## config.mk

```make
export PLATFORM = sky130hd
export DESIGN_NAME = uart_rx_match
export DESIGN_NICKNAME = d
export VERILOG_FILES = /design/src/rtl/uart_rx_match.sv
export SDC_FILE = /design/constraint.sdc
export NUM_CORES = 1
export LEC_CHECK = 0
export BUFFER_PORTS_ARGS = -buffer_cell sky130_fd_sc_hd__clkbuf_2
export CAP_MARGIN = 20
export CORE_MARGIN = 4
export CORE_UTILIZATION = 55
export CTS_BUF_LIST = sky130_fd_sc_hd__clkbuf_4 sky130_fd_sc_hd__clkbuf_8 sky130_fd_sc_hd__clkbuf_16
export CTS_CLUSTER_DIAMETER = 200
export DETAILED_ROUTE_END_ITERATION = 6
export GPL_TIMING_DRIVEN = 0
export PLACE_DENSITY_LB_ADDON = 0.08
export SLEW_MARGIN = 10
export SYNTH_ARGS = -nofsm -noshare
export SYNTH_HDL_FRONTEND = slang
export SYNTH_SLANG_ARGS = --single-unit
```

## constraint.sdc

```tcl
create_clock -name CLK -period 4.6 [get_ports CLK]
set_input_delay 0.92 -clock CLK [delete_from_list [all_inputs] [get_ports CLK]]
set_output_delay 0.92 -clock CLK [all_outputs]
set_load 0.01 [all_outputs]
```

## src/rtl/uart_rx_match.sv

```systemverilog
// -----------------------------------------------------------------------------
// uart_rx_match
//
// 8N1 UART receiver with a "Hello World!" string detector.
//
// The serial line is double-flopped, then a five-state receive FSM samples
// each bit at its midpoint using a bit-period down-counter. A good stop bit
// publishes the byte. A low stop bit flags a framing error and waits in BREAK
// until the line returns high. Every published byte steps a 12-position
// matcher, which pulses `match` and bumps a saturating counter when the full
// greeting arrives back-to-back.
//
// Parameters
//   CLK_FREQ    system clock frequency in Hz
//   BAUD        serial bit rate; bit period = CLK_FREQ / BAUD clock cycles
//
// Ports
//   CLK         system clock, all state on the rising edge
//   rst_n       asynchronous active-low reset
//   PIN_1       raw UART RX line (idle high, LSB first), asynchronous to CLK
//   rx_byte     last correctly framed byte, held until the next good byte
//   rx_valid    one-cycle pulse; rx_byte shows the new byte in this cycle
//   frame_err   one-cycle pulse; the stop bit was sampled low
//   match       one-cycle pulse, the cycle after the closing "!" is accepted
//   match_count number of matches since reset, saturating at 255
//   busy        high whenever the receive FSM is not idle
// -----------------------------------------------------------------------------
module uart_rx_match #(
  parameter int CLK_FREQ = 12000000,
  parameter int BAUD     = 9600
) (
  input  logic       CLK,
  input  logic       rst_n,
  input  logic       PIN_1,
  output logic [7:0] rx_byte,
  output logic       rx_valid,
  output logic       frame_err,
  output logic       match,
  output logic [7:0] match_count,
  output logic       busy
);

  localparam int BIT_CYC = CLK_FREQ / BAUD;
  localparam int CNT_W   = (BIT_CYC > 2) ? $clog2(BIT_CYC) : 1;

  // The first reload lands on the middle of the start bit. Each later reload
  // steps one full bit period, so every sample stays mid-bit.
  localparam logic [CNT_W-1:0] HALF_LOAD = CNT_W'(BIT_CYC / 2 - 1);
  localparam logic [CNT_W-1:0] FULL_LOAD = CNT_W'(BIT_CYC - 1);

  localparam logic [3:0] LAST_IDX = 4'd11;
  localparam logic [7:0] CHAR_H   = 8'h48;

  typedef enum logic [2:0] {
    S_IDLE,
    S_START,
    S_DATA,
    S_STOP,
    S_BREAK
  } state_e;

  // Expected character at each matcher position.
  function automatic logic [7:0] greeting(input logic [3:0] idx);
    case (idx)
      4'd0:    greeting = 8'h48;  // H
      4'd1:    greeting = 8'h65;  // e
      4'd2:    greeting = 8'h6C;  // l
      4'd3:    greeting = 8'h6C;  // l
      4'd4:    greeting = 8'h6F;  // o
      4'd5:    greeting = 8'h20;  // space
      4'd6:    greeting = 8'h57;  // W
      4'd7:    greeting = 8'h6F;  // o
      4'd8:    greeting = 8'h72;  // r
      4'd9:    greeting = 8'h6C;  // l
      4'd10:   greeting = 8'h64;  // d
      default: greeting = 8'h21;  // !
    endcase
  endfunction

  // ---------------------------------------------------------------------------
  // Input synchronizer. It resets to 1 (idle line), so reset release never
  // looks like a falling edge.
  // ---------------------------------------------------------------------------
  logic [1:0] sync_q;
  logic       line;

  // NOTE: clocked state uses non-blocking assignments, so every flop samples
  // the pre-edge value of the others (the two stages shift rather than collapse).
  always_ff @(posedge CLK or negedge rst_n) begin
    if (!rst_n) begin
      sync_q <= 2'b11;
    end else begin
      sync_q <= {sync_q[0], PIN_1};
    end
  end

  assign line = sync_q[1];

  // ---------------------------------------------------------------------------
  // Receive FSM: state register
  // ---------------------------------------------------------------------------
  state_e           state_q, state_d;
  logic [CNT_W-1:0] cnt_q, cnt_d;
  logic [2:0]       idx_q, idx_d;
  logic [7:0]       data_q, data_d;
  logic             cnt_zero;

  always_ff @(posedge CLK or negedge rst_n) begin
    if (!rst_n) begin
      state_q <= S_IDLE;
      cnt_q   <= '0;
      idx_q   <= '0;
      data_q  <= '0;
    end else begin
      state_q <= state_d;
      cnt_q   <= cnt_d;
      idx_q   <= idx_d;
      data_q  <= data_d;
    end
  end

  assign cnt_zero = (cnt_q == '0);

  // ---------------------------------------------------------------------------
  // Receive FSM: next state and bit-timing datapath
  // ---------------------------------------------------------------------------
  // NOTE: each signal assigned in this block gets a hold value first. Any path
  // that skips an assignment then keeps the old value instead of inferring a latch.
  always_comb begin
    state_d = state_q;
    cnt_d   = cnt_q;
    idx_d   = idx_q;
    data_d  = data_q;

    case (state_q)
      S_IDLE: begin
        if (!line) begin
          state_d = S_START;
          cnt_d   = HALF_LOAD;
        end
      end

      S_START: begin
        if (!cnt_zero) begin
          cnt_d = cnt_q - 1'b1;
        end else if (line) begin
          // The line went back high before mid start bit: a glitch.
          state_d = S_IDLE;
        end else begin
          state_d = S_DATA;
          cnt_d   = FULL_LOAD;
          idx_d   = 3'd0;
        end
      end

      S_DATA: begin
        if (!cnt_zero) begin
          cnt_d = cnt_q - 1'b1;
        end else begin
          data_d[idx_q] = line;
          cnt_d         = FULL_LOAD;
          if (idx_q == 3'd7) begin
            state_d = S_STOP;
          end else begin
            idx_d = idx_q + 3'd1;
          end
        end
      end

      S_STOP: begin
        if (!cnt_zero) begin
          cnt_d = cnt_q - 1'b1;
        end else begin
          state_d = line ? S_IDLE : S_BREAK;
        end
      end

      S_BREAK: begin
        // Start detection stays off until the line has recovered.
        if (line) begin
          state_d = S_IDLE;
        end
      end

      default: state_d = S_IDLE;
    endcase
  end

  // ---------------------------------------------------------------------------
  // Receive FSM: outputs
  // ---------------------------------------------------------------------------
  logic [7:0] rx_byte_q;

  always_comb begin
    rx_valid  = (state_q == S_STOP) && cnt_zero && line;
    frame_err = (state_q == S_STOP) && cnt_zero && !line;
    busy      = (state_q != S_IDLE);
    // The new byte is visible in the cycle rx_valid is high, then held.
    rx_byte   = rx_valid ? data_q : rx_byte_q;
  end

  always_ff @(posedge CLK or negedge rst_n) begin
    if (!rst_n) begin
      rx_byte_q <= 8'h00;
    end else if (rx_valid) begin
      rx_byte_q <= data_q;
    end
  end

  // ---------------------------------------------------------------------------
  // Greeting matcher
  // Only a lone "H" restart is tracked on a mismatch. Longer overlapping
  // prefixes are deliberately not followed.
  // ---------------------------------------------------------------------------
  logic [3:0] m_q;
  logic       match_q;
  logic [7:0] count_q;

  always_ff @(posedge CLK or negedge rst_n) begin
    if (!rst_n) begin
      m_q     <= '0;
      match_q <= 1'b0;
      count_q <= '0;
    end else begin
      match_q <= 1'b0;
      if (frame_err) begin
        m_q <= '0;
      end else if (rx_valid) begin
        if (data_q == greeting(m_q)) begin
          if (m_q == LAST_IDX) begin
            m_q     <= '0;
            match_q <= 1'b1;
            if (count_q != 8'hFF) begin
              count_q <= count_q + 8'd1;
            end
          end else begin
            m_q <= m_q + 4'd1;
          end
        end else if (data_q == CHAR_H) begin
          m_q <= 4'd1;
        end else begin
          m_q <= '0;
        end
      end
    end
  end

  assign match       = match_q;
  assign match_count = count_q;

endmodule
```

==> metrics.md <==
| Metric | Value |
|---|---|
| Seq/Total Area, Yosys | `42.0%` |
| ANT cells | `0` |
| Setup crit start kind | `register` |
| Critical path's top delay family | `simple AND/OR/NAND/NOR gates` |
| Synth warn | `0` |
| # port buffers | `22` |
| Clk slew on worst S/H paths | `0.08 ns` |
| Switching Share | `21.6%` |
| Arr. time, crit path | `2.86 ns` |
| Syn_nets | `330` |
| CTS sink cnt | `48` |
| H-Tree Level Count | `2` |
| Clock Root Buffer | `clkbuf_8` |
| Post-synth EDFFs | `0` |
| Avg Vias per Cell | `5.65` |
| Final hold vios | `0` |
| Via count | `2,346` |
| Antenna violations before repair | `0` |
| Routed wire length | `6100 microns` |
| Dpl ws | `1.18 ns` |
| CP Capture Type | `output pin` |
| Largest net degree at the start of global routing | `28` |
| Hold path startpoint | `sync_q[0]` |
| HP Class | `reg2reg` |
| Worst-Skew Late Latency | `0.30 ns` |
| Part of the power in the clock network | `37.9%` |
| Die Y | `80.2 microns` |
| DP Cell Count | `407` |
| CP max stage delay | `0.56 ns` |
| Layout net count | `360` |
| Core box area | `5070 sq um` |
| Post-synth ARST share | `100%` |
| PostCTS Resize Cnt | `0` |
| I/O pin count | `23` |
| Leakage dissipation | `1.51 nW` |
| Flop pwr share | `60.0%` |
| Critical path class | `reg2out` |
| Cts bufs inserted | `5` |
| Final setup margin | `0.822 ns` |
| Vias in the first global route | `2,264` |
| Crit-path cells | `inv_1 -> ha_1 -> or4b_1 -> nor3_4 -> nand2b_1 -> buf_2 -> nor2_1 -> nand2_1 -> nand2_1 -> clkbuf_2` |
| Status | `finished clean` |
| Layout area overhead | `11.0%` |
| Slew headroom | `38.2%` |
| Post-Syn Instances | `314` |
| Internal power | `0.000555 W` |
| Placed wire-length estimate | `4450 microns` |
| Worst Path Buf+Inv | `3` |
| Final core occ | `62.7%` |
| GRT overflow | `0` |
| Final setup vio count | `0` |
| FF+latch count, synth | `48` |
| Drt first pass iters | `5` |
| Final setup TNS | `0 ns` |
| Ys flop type | `dfrtp_1` |
| Total power | `0.000707 W` |
| CP max stage cell | `or4b_1` |
| Min Tclk post-route | `3.78 ns` |
| Combinational share of power | `2.2%` |
| Average size of a mapped cell | `9.13 sq um` |
| Largest fanout on the critical path | `9` |
| Peak VDD IR | `0.133 mV` |
| Aggregate global-route resource usage | `20.7%` |
| Clock skew | `0.00892 ns` |
| RSZ-0062 raised after global routing | `no` |
| Worst setup path start | `cnt_q[0]` |
| Global-route wire length before repair | `10,600 microns` |
| Row count | `26` |
| Switching power | `0.000152 W` |
| Residual DRC | `0` |
| Share of layout cells above drive strength 1 | `18.3%` |
| Clock tree buffer depth | `2` |
| Final worst path period share | `82.1%` |
| GP Congestion | `0.813` |
| CTS tree | `done` |
| Fmax | `265 MHz` |
| Synth unique cells | `56` |
| Max_cap viols | `0` |
| Critical path required time | `3.68 ns` |
| Synthesized cell area | `2870 sq um` |
| FF-to-FF Start | `m_q[2]` |
| Finished Layout Cells | `415` |
| Die X | `80.2 microns` |
| Hold buffers post-CTS | `0` |
| Initial core utilization | `56.5%` |
| Detailed router's first-iteration violation count | `177` |
| Most frequent CP cell | `nand2_1` |
| Antenna Violating Nets Remaining | `0` |
| Die ar. | `6430 sq um` |
| Avg WL per Cell | `14.7 microns` |
| Post-CTS setup buffer count | `0` |
| Worst-margin pin slew | `0.921 ns` |
| Max-slew violations | `0` |
| Power Density | `222 nW/um^2` |
==> logic make-up (layout without fill, tap and decap cells) <==
group                      after synthesis  in the layout  synth area share, %
AOI/OAI and AO/OA                       51             51                 11.8
xor gates and xnor gates                13             13                 3.97
adders and majority gates               13             13                 5.67
buffers and inverters                   28             59                 3.97
DFF                                     48             48                 42.0
muxes                                   11             11                 4.19
and+or+nand+nor                        150            150                 28.4
==> stage by stage <==
step,hold slack [ns],instance area [sq um]
final,0.360,3180
after CTS,0.362,3180
after global placement,0.345,3060
after detailed placement,0.349,3080
after global routing,0.364,3180
after floorplan,0.345,2870
==> cell type report <==
type | count | area [sq um]
inverter | 14 | 52.6
clock inverter | 1 | 7.51
timing repair buffer | 23 | 130
fill | 465 | 1890
buffer | 14 | 61.3
tap | 70 | 87.6
sequential | 48 | 1200
multi-input combinational | 238 | 1550
clock buffer | 7 | 90.1
==> final timing paths <==
path,slack (ns),end,cells after the start
min reg2reg,0.36,sync_q[1],0
max reg2reg,1.54,match_count[7],10
max,0.82,rx_byte[6],10
min in group asynchronous,0.60,m_q[3],1
max in group asynchronous,3.37,sync_q[0],2
min,0.36,sync_q[1],0
==> placed cells by master (no fill, tap or decap), types with 9 or more instances in the layout <==
master,instances
o21ai_0,16
inv_1,14
ha_1,13
nor3_1,9
dfrtp_1,46
nand2_1,50
nor2_1,21
a21oi_1,10
nand3_1,15
clkbuf_2,22
==> power groups by stage <==
| stage | sequential, W | combinational [W] | clock, W |
|---|---|---|---|
| 2_1_floorplan | 0.000432 | 0.00000337 | 0 |
| 3_3_place_gp | 0.000432 | 0.0000139 | 0 |
| 3_5_place_dp | 0.000432 | 0.0000161 | 0 |
| 4_1_cts | 0.000424 | 0.0000163 | 0.000280 |
| 5_1_grt | 0.000424 | 0.0000180 | 0.000295 |
| 6_report | 0.000424 | 0.0000154 | 0.000268 |
==> sequential cells by signal, summed over array words and instances (netlist names) <==
register / cells
state_q: 3
idx_q: 3
cnt_q: 11
match: 1
rx_byte_q: 8
data_q: 8
sync_q: 2
match_count: 8
m_q: 4
==> synth_stat cells, types with 2 or more instances <==
cell	n	area [sq um]
or2_2	4	25.0
nor3_1	9	45.0
ha_1	13	163
buf_2	7	35.0
a21oi_1	10	50.1
nand2b_1	6	37.5
xor2_1	7	61.3
nor2_1	21	78.8
dfrtp_1	46	1150
clkbuf_1	7	26.3
a211oi_1	3	22.5
dfstp_2	2	52.6
mux2_1	2	22.5
nor4_1	5	31.3
nand3b_1	2	15.0
a31oi_1	3	18.8
or3_1	3	18.8
mux2i_1	3	30.0
a221o_1	2	20.0
nor2b_1	4	25.0
nand4_1	4	25.0
nor4_2	5	62.6
nand2_1	50	188
and3_1	5	31.3
nor3b_1	2	15.0
nand3_1	15	75.1
mux2_2	6	67.6
or4_1	4	30.0
xnor2_1	6	52.6
o31ai_1	4	30.0
inv_1	14	52.6
o21ai_0	16	80.1
==> worst register-to-register path: stages (launching register included) <==
cell	delay, ns
dfrtp_1	0.37
buf_2	0.23
inv_1	0.15
ha_1	0.27
or3b_1	0.38
a32oi_1	0.21
nand4_1	0.11
or3_1	0.35
buf_2	0.21
nor4_1	0.32
mux2_1	0.36
==> layer usage <==
metal | global-route usage [%] | vias up | part of all wire, %
li1 | - | 1172 | -
met2 | 34.3 | 37 | 47
met1 | 28.2 | 1130 | 49
met5 | 0 | - | 0
met3 | 3.03 | 7 | 3.0
met4 | 5.57 | 0 | 1.1
(Power assumes the default switching activity.)
